File: config.mk
export PLATFORM = sky130hd
export DESIGN_NAME = instr_fetch_unit
export DESIGN_NICKNAME = d
export VERILOG_FILES = /design/src/rtl/instr_fetch_unit.sv
export SDC_FILE = /design/constraint.sdc
export NUM_CORES = 1
export LEC_CHECK = 0
export ABC_AREA = 1
export CELL_PAD_IN_SITES_DETAIL_PLACEMENT = 1
export CELL_PAD_IN_SITES_GLOBAL_PLACEMENT = 1
export CORE_ASPECT_RATIO = 0.6
export CORE_UTILIZATION = 43
export CTS_CLUSTER_SIZE = 20
export DETAILED_ROUTE_END_ITERATION = 8
export PLACE_DENSITY_LB_ADDON = 0.05
export SLEW_MARGIN = 20
export SYNTH_ARGS = -nofsm -noshare
export SYNTH_HDL_FRONTEND = slang
export SYNTH_SLANG_ARGS = --single-unit
File: constraint.sdc
create_clock -name clk -period 6 [get_ports clk]
set_clock_uncertainty 0.05 [all_clocks]
set_input_delay 0.9 -clock clk [delete_from_list [all_inputs] [get_ports clk]]
set_output_delay 0.9 -clock clk [all_outputs]
set_load 0.1 [all_outputs]
File: src/rtl/instr_fetch_unit.sv
// Instruction fetch unit: credit-limited memory requests, in-order responses, prefetch FIFO to decode.
// Optional macro FETCH_BYPASS_EN forwards a live response to decode in the same cycle when the FIFO is empty.
module instr_fetch_unit #(
    parameter int unsigned DEPTH    = 4,
    parameter logic [31:0] RESET_PC = 32'h0000_0000
) (
    input  logic                    clk,
    input  logic                    rst,
    output logic                    mem_req,
    output logic [31:0]             mem_addr,
    input  logic                    mem_gnt,
    input  logic                    mem_rvalid,
    input  logic [31:0]             mem_rdata,
    output logic                    instr_valid,
    input  logic                    instr_ready,
    output logic [31:0]             instruction,
    output logic [31:0]             instr_pc,
    input  logic                    redirect,
    input  logic [31:0]             redirect_pc,
    output logic [$clog2(DEPTH):0]  fifo_count
);
    localparam int unsigned AW = $clog2(DEPTH);
    localparam int unsigned CW = AW + 1;

    typedef enum logic [1:0] {FETCH, STALL, DRAIN} state_t;

    state_t        state_q, state_d;
    logic [31:0]   fetch_pc_q, fetch_pc_d;
    logic [CW-1:0] out_q, out_d, stale_q, stale_d, count_q, count_d;
    logic [AW-1:0] wr_ptr_q, wr_ptr_d, rd_ptr_q, rd_ptr_d;
    logic [CW:0]   occupancy, occ_next;
    logic [31:0]   data_mem [DEPTH];
    logic [31:0]   pc_mem   [DEPTH];
    logic          credit_ok, grant, rsp_live, bypass, push, pop;
    logic [31:0]   rsp_pc;

    assign occupancy = {1'b0, out_q} + {1'b0, count_q};
    assign credit_ok = occupancy < (CW+1)'(DEPTH);
    assign mem_req   = rst && (state_q == FETCH) && credit_ok;
    assign mem_addr  = fetch_pc_q & ~32'h3;
    assign grant     = mem_req && mem_gnt;
    assign rsp_live  = mem_rvalid && (stale_q == '0);
    // Responses arrive in order, so the oldest live request sits 4*out_q bytes behind the fetch PC.
    assign rsp_pc    = fetch_pc_q - 32'({out_q, 2'b00});

`ifdef FETCH_BYPASS_EN
    assign bypass = rst && rsp_live && !redirect && (count_q == '0);
`else
    assign bypass = 1'b0;
`endif

    assign instr_valid = (count_q != '0) || bypass;
    assign fifo_count  = count_q;
    assign pop         = instr_ready && (count_q != '0);
    assign push        = rsp_live && !redirect && !(bypass && instr_ready);

    always_comb begin
        instruction = '0;
        instr_pc    = '0;
        if (count_q != '0) begin
            instruction = data_mem[rd_ptr_q];
            instr_pc    = pc_mem[rd_ptr_q];
        end else if (bypass) begin
            instruction = mem_rdata;
            instr_pc    = rsp_pc;
        end
    end

    // NOTE: every always_comb output gets a default first so no path can infer a latch.
    always_comb begin
        state_d    = state_q;
        fetch_pc_d = grant ? fetch_pc_q + 32'd4 : fetch_pc_q;
        out_d      = out_q;
        stale_d    = stale_q;
        count_d    = count_q;
        wr_ptr_d   = wr_ptr_q;
        rd_ptr_d   = rd_ptr_q;
        occ_next   = '0;
        if (redirect) begin
            // Everything in flight, including a grant this cycle, becomes stale.
            fetch_pc_d = redirect_pc & ~32'h3;
            stale_d    = stale_q + out_q + CW'(grant) - CW'(mem_rvalid);
            out_d      = '0;
            count_d    = '0;
            wr_ptr_d   = '0;
            rd_ptr_d   = '0;
            state_d    = (stale_d != '0) ? DRAIN : FETCH;
        end else begin
            if (mem_rvalid) begin
                if (stale_q != '0) stale_d = stale_q - 1'b1;
                else               out_d   = out_q - 1'b1;
            end
            if (grant) out_d    = out_d + 1'b1;
            if (push)  wr_ptr_d = wr_ptr_q + 1'b1;
            if (pop)   rd_ptr_d = rd_ptr_q + 1'b1;
            count_d  = count_q + CW'(push) - CW'(pop);
            occ_next = {1'b0, out_d} + {1'b0, count_d};
            unique case (state_q)
                FETCH:   if (occ_next >= (CW+1)'(DEPTH)) state_d = STALL;
                STALL:   if (occ_next <  (CW+1)'(DEPTH)) state_d = FETCH;
                DRAIN:   if (stale_d == '0)              state_d = FETCH;
                default: state_d = FETCH;
            endcase
        end
    end

    // NOTE: sequential state uses non-blocking assignments only.
    always_ff @(posedge clk or negedge rst) begin
        if (!rst) begin
            state_q    <= FETCH;
            fetch_pc_q <= RESET_PC;
            out_q      <= '0;
            stale_q    <= '0;
            count_q    <= '0;
            wr_ptr_q   <= '0;
            rd_ptr_q   <= '0;
        end else begin
            state_q    <= state_d;
            fetch_pc_q <= fetch_pc_d;
            out_q      <= out_d;
            stale_q    <= stale_d;
            count_q    <= count_d;
            wr_ptr_q   <= wr_ptr_d;
            rd_ptr_q   <= rd_ptr_d;
        end
    end

    // NOTE: FIFO storage is not reset; count_q gates every read, so old contents are never visible.
    always_ff @(posedge clk) begin
        if (push) begin
            data_mem[wr_ptr_q] <= mem_rdata;
            pc_mem[wr_ptr_q]   <= rsp_pc;
        end
    end
endmodule

==> reports/metrics.cfg <==
[status]
status=finished with violations
violations=DRC

[cts]
cts_max_level=1
cts_buffer_depth=3
clk_latency_ns=0.56
cts_resized=0
cts_root_buf=clkbuf_16
clock_sinks=293
cts_made_buffers=28
cts_setup_buffers=0
cts_tree=done
hold_buffers=0
clkTransAtPathRegs_ns=0.07

[final_layout]
seqCellArea_um2=8578
syn2layout_area_growth_pct=20.85
final_util=0.5313
drive_above_1_share=0.06246
antenna_cells=0
multiInputGateArea_um2=4613
fill_cells=3487
nets=1641
stdcell_count=1985

[timing]
fin_crit_ns=5.081
hold_violations=0
slew-limit-headroom=0.3040
fin_tns_setup_ns=0
rsz0062_at_grt=no
fin_crit_sh=0.8468
slew_violations=0
setup_violations=0
worst_slack_ns=0.9191
worstMarginPinSlew_ns=1.041
fmax_mhz=196.8

[logic_synthesis]
synth_common_cells=323 x nor2_1, 248 x edfxtp_1, 231 x nand2_1
synthArstFlopShare=0.1536
ys_top_cells_by_area=edfxtp_1 54%, nor2_1 8.8%, dfrtp_1 8.2%
yosys.area.top_type=edfxtp_1
synth_seq_cells=293
synth_top_family_by_area=simple AND/OR/NAND/NOR gates
syn-cell-area_um2=13810
synth_ff_type=edfxtp_1
synth-compound-area-share=0.08446
synth_warnings=0
synth-simple-area-share=0.1964
ys_seq_area_frac=0.6209
synth_cell_types=34
synth_xor_area_frac=0.02664
synth_top_area_frac=0.5394
synth-edff-count=248
synthAdderAreaFrac=0.02338
synth_mux_area_frac=0
synth.most_common_cell=nor2_1
avgSynthCellArea_um2=9.813
synthCells=1407

[detailed_routing]
avgRoutedWirePerCell_um=19.48
drt_iter0_drc=721
first_pass_iters=7
drc=14
routed_via_density=5.224
ant_nets=0
drt-total-wl_um=38670
vias=10370

[pwr]
pwr-share-clk=0.212
peakVddDrop_uv=349.5
p_int_mw=4.299
power.leakage_nw=6.150
p_comb_frac=0.480
p_per_area_nw_per_um2=501.7
sequentialPowerShare=0.308
switching_share=0.4865
p_switching_mw=4.072

[global_routing]
grt_pass1_wl_um=60460
antenna_found_initial=1
first_global_vias=10680
track_usage=0.2399
grt_max_degree=75
grt_overflow_total=0

[run]
max_cap_viol_count=0

[floorplan]
start_util=0.4396
dieHeight_um=140.8
io_pins=171
fp.dieW_um=233.3
core_um2=31410
die_area_um2=32850
rows=50

[worst_setup_path]
worst_path_max_delay_cell=clkdlybuf4s50_1
reg2regPathDepth=15
end_kind=output port
cp.required_ns=5.05
critical_path_depth=6
cp_common_cell=nor2_1
crit_arrival_ns=4.13
crit_chain=buf_4, nor2_1, nor2_1, o21ai_0, a21oi_1, clkdlybuf4s50_1
worstSetupPathType=reg -> out
slowest_delay_ns=1.21
cp_max_fo=69
worstPathBufferInverterCount=2
cp_top_family=buffers and inverters
cp-start-kind=flop

[place]
dp_cells=1933
detailedPlace.worstSlack_ns=1.521
io_buffers=164
place_congestion=0.8603
place_hpwl_um=25040

[hold_path]
min_path_type=in -> async

-- cells by family (layout without fill, tap and decap cells) --
kind of cell	after synthesis	in the layout
flops	293	293
other cells	1	4
xor+xnor	42	42
buf+inv	160	319
simple gates	657	657
fa+ha+maj	24	24
compound gates	230	230
-- cell type report --
type	instances	area share
Tap cell	416	0.03119
Clock inverter	15	0.008998
Timing Repair Buffer	178	0.1039
Inverter	89	0.02002
Multi-Input combinational cell	957	0.2765
Sequential cell	293	0.5141
Clock buffer	37	0.04529
-- path summary, 6_finish.rpt --
path	start	endpoint	slack, ns
min in group clk	state_q[1]	state_q[0]	0.52
worst min register to register	state_q[1]	state_q[0]	0.52
worst max register to register	stale_q[0]	state_q[0]	2.52
max in group asynchronous	rst	rd_ptr_q[0]	4.70
worst max-delay path	rd_ptr_q[0]	instr_pc[25]	0.92
worst min-delay path	rst	fetch_pc_q[28]	0.43
-- power groups by stage --
| stage | combinational [mW] | sequential (mW) | clock (mW) |
|---|---|---|---|
| floorplan | 2.78 | 2.82 | 0 |
| global placement | 3.98 | 2.62 | 0 |
| detailed placement | 4.03 | 2.62 | 0 |
| CTS | 4.05 | 2.58 | 1.81 |
| global route | 4.26 | 2.60 | 1.88 |
| finish | 4.02 | 2.58 | 1.77 |
-- cells in the final DEF, fill, tap and decap left out, types with 2 or more instances in the layout --
master	n
nor2_1	319
edfxtp_1	248
nand2_1	231
clkdlybuf4s50_1	161
o21ai_0	153
inv_1	81
a21oi_1	67
nand3_1	60
dfrtp_1	43
xor2_1	32
clkbuf_16	29
ha_1	21
buf_4	15
nor2_4	12
nor2_2	12
xnor2_1	10
clkinv_1	8
clkbuf_1	8
inv_2	7
nand4_1	5
nand2_2	5
o211ai_1	5
nor3_1	4
o21ai_1	4
conb_1	4
nand3_2	3
fa_1	3
bufinv_16	3
clkinv_2	2
clkinvlp_4	2
buf_2	2
-- through the flow --
stage / hold slack [ns] / total power [mW] / cell area, um2
after global routing: 0.4456 / 8.740 / 16690
after global placement: 0.4798 / 6.594 / 15780
after floorplan: 0.4531 / 5.599 / 13820
final: 0.4277 / 8.371 / 16690
after CTS: 0.4215 / 8.441 / 16690
after detailed placement: 0.5284 / 6.654 / 15780
-- state kept, by name, indices dropped and copies added, names as in the netlist --
signal	flops
stale_q	3
fetch_pc_q	30
out_q	3
data_mem	128
wr_ptr_q	2
rd_ptr_q	2
state_q	2
fifo_count	3
pc_mem	120
-- layer usage --
| layer | vias to the layer above | wire length, um | GRT usage | part of all wire |
|---|---|---|---|---|
| met2 | 198 | 17540 | 0.3748 | 0.45 |
| met1 | 5161 | 18650 | 0.3513 | 0.48 |
| met5 | - | 0 | 0 | 0 |
| met3 | 34 | 2051 | 0.05057 | 0.053 |
| met4 | 0 | 424 | 0.03337 | 0.011 |
| li1 | 4977 | - | - | - |
No activity file was read; power rests on OpenSTA's default activity.
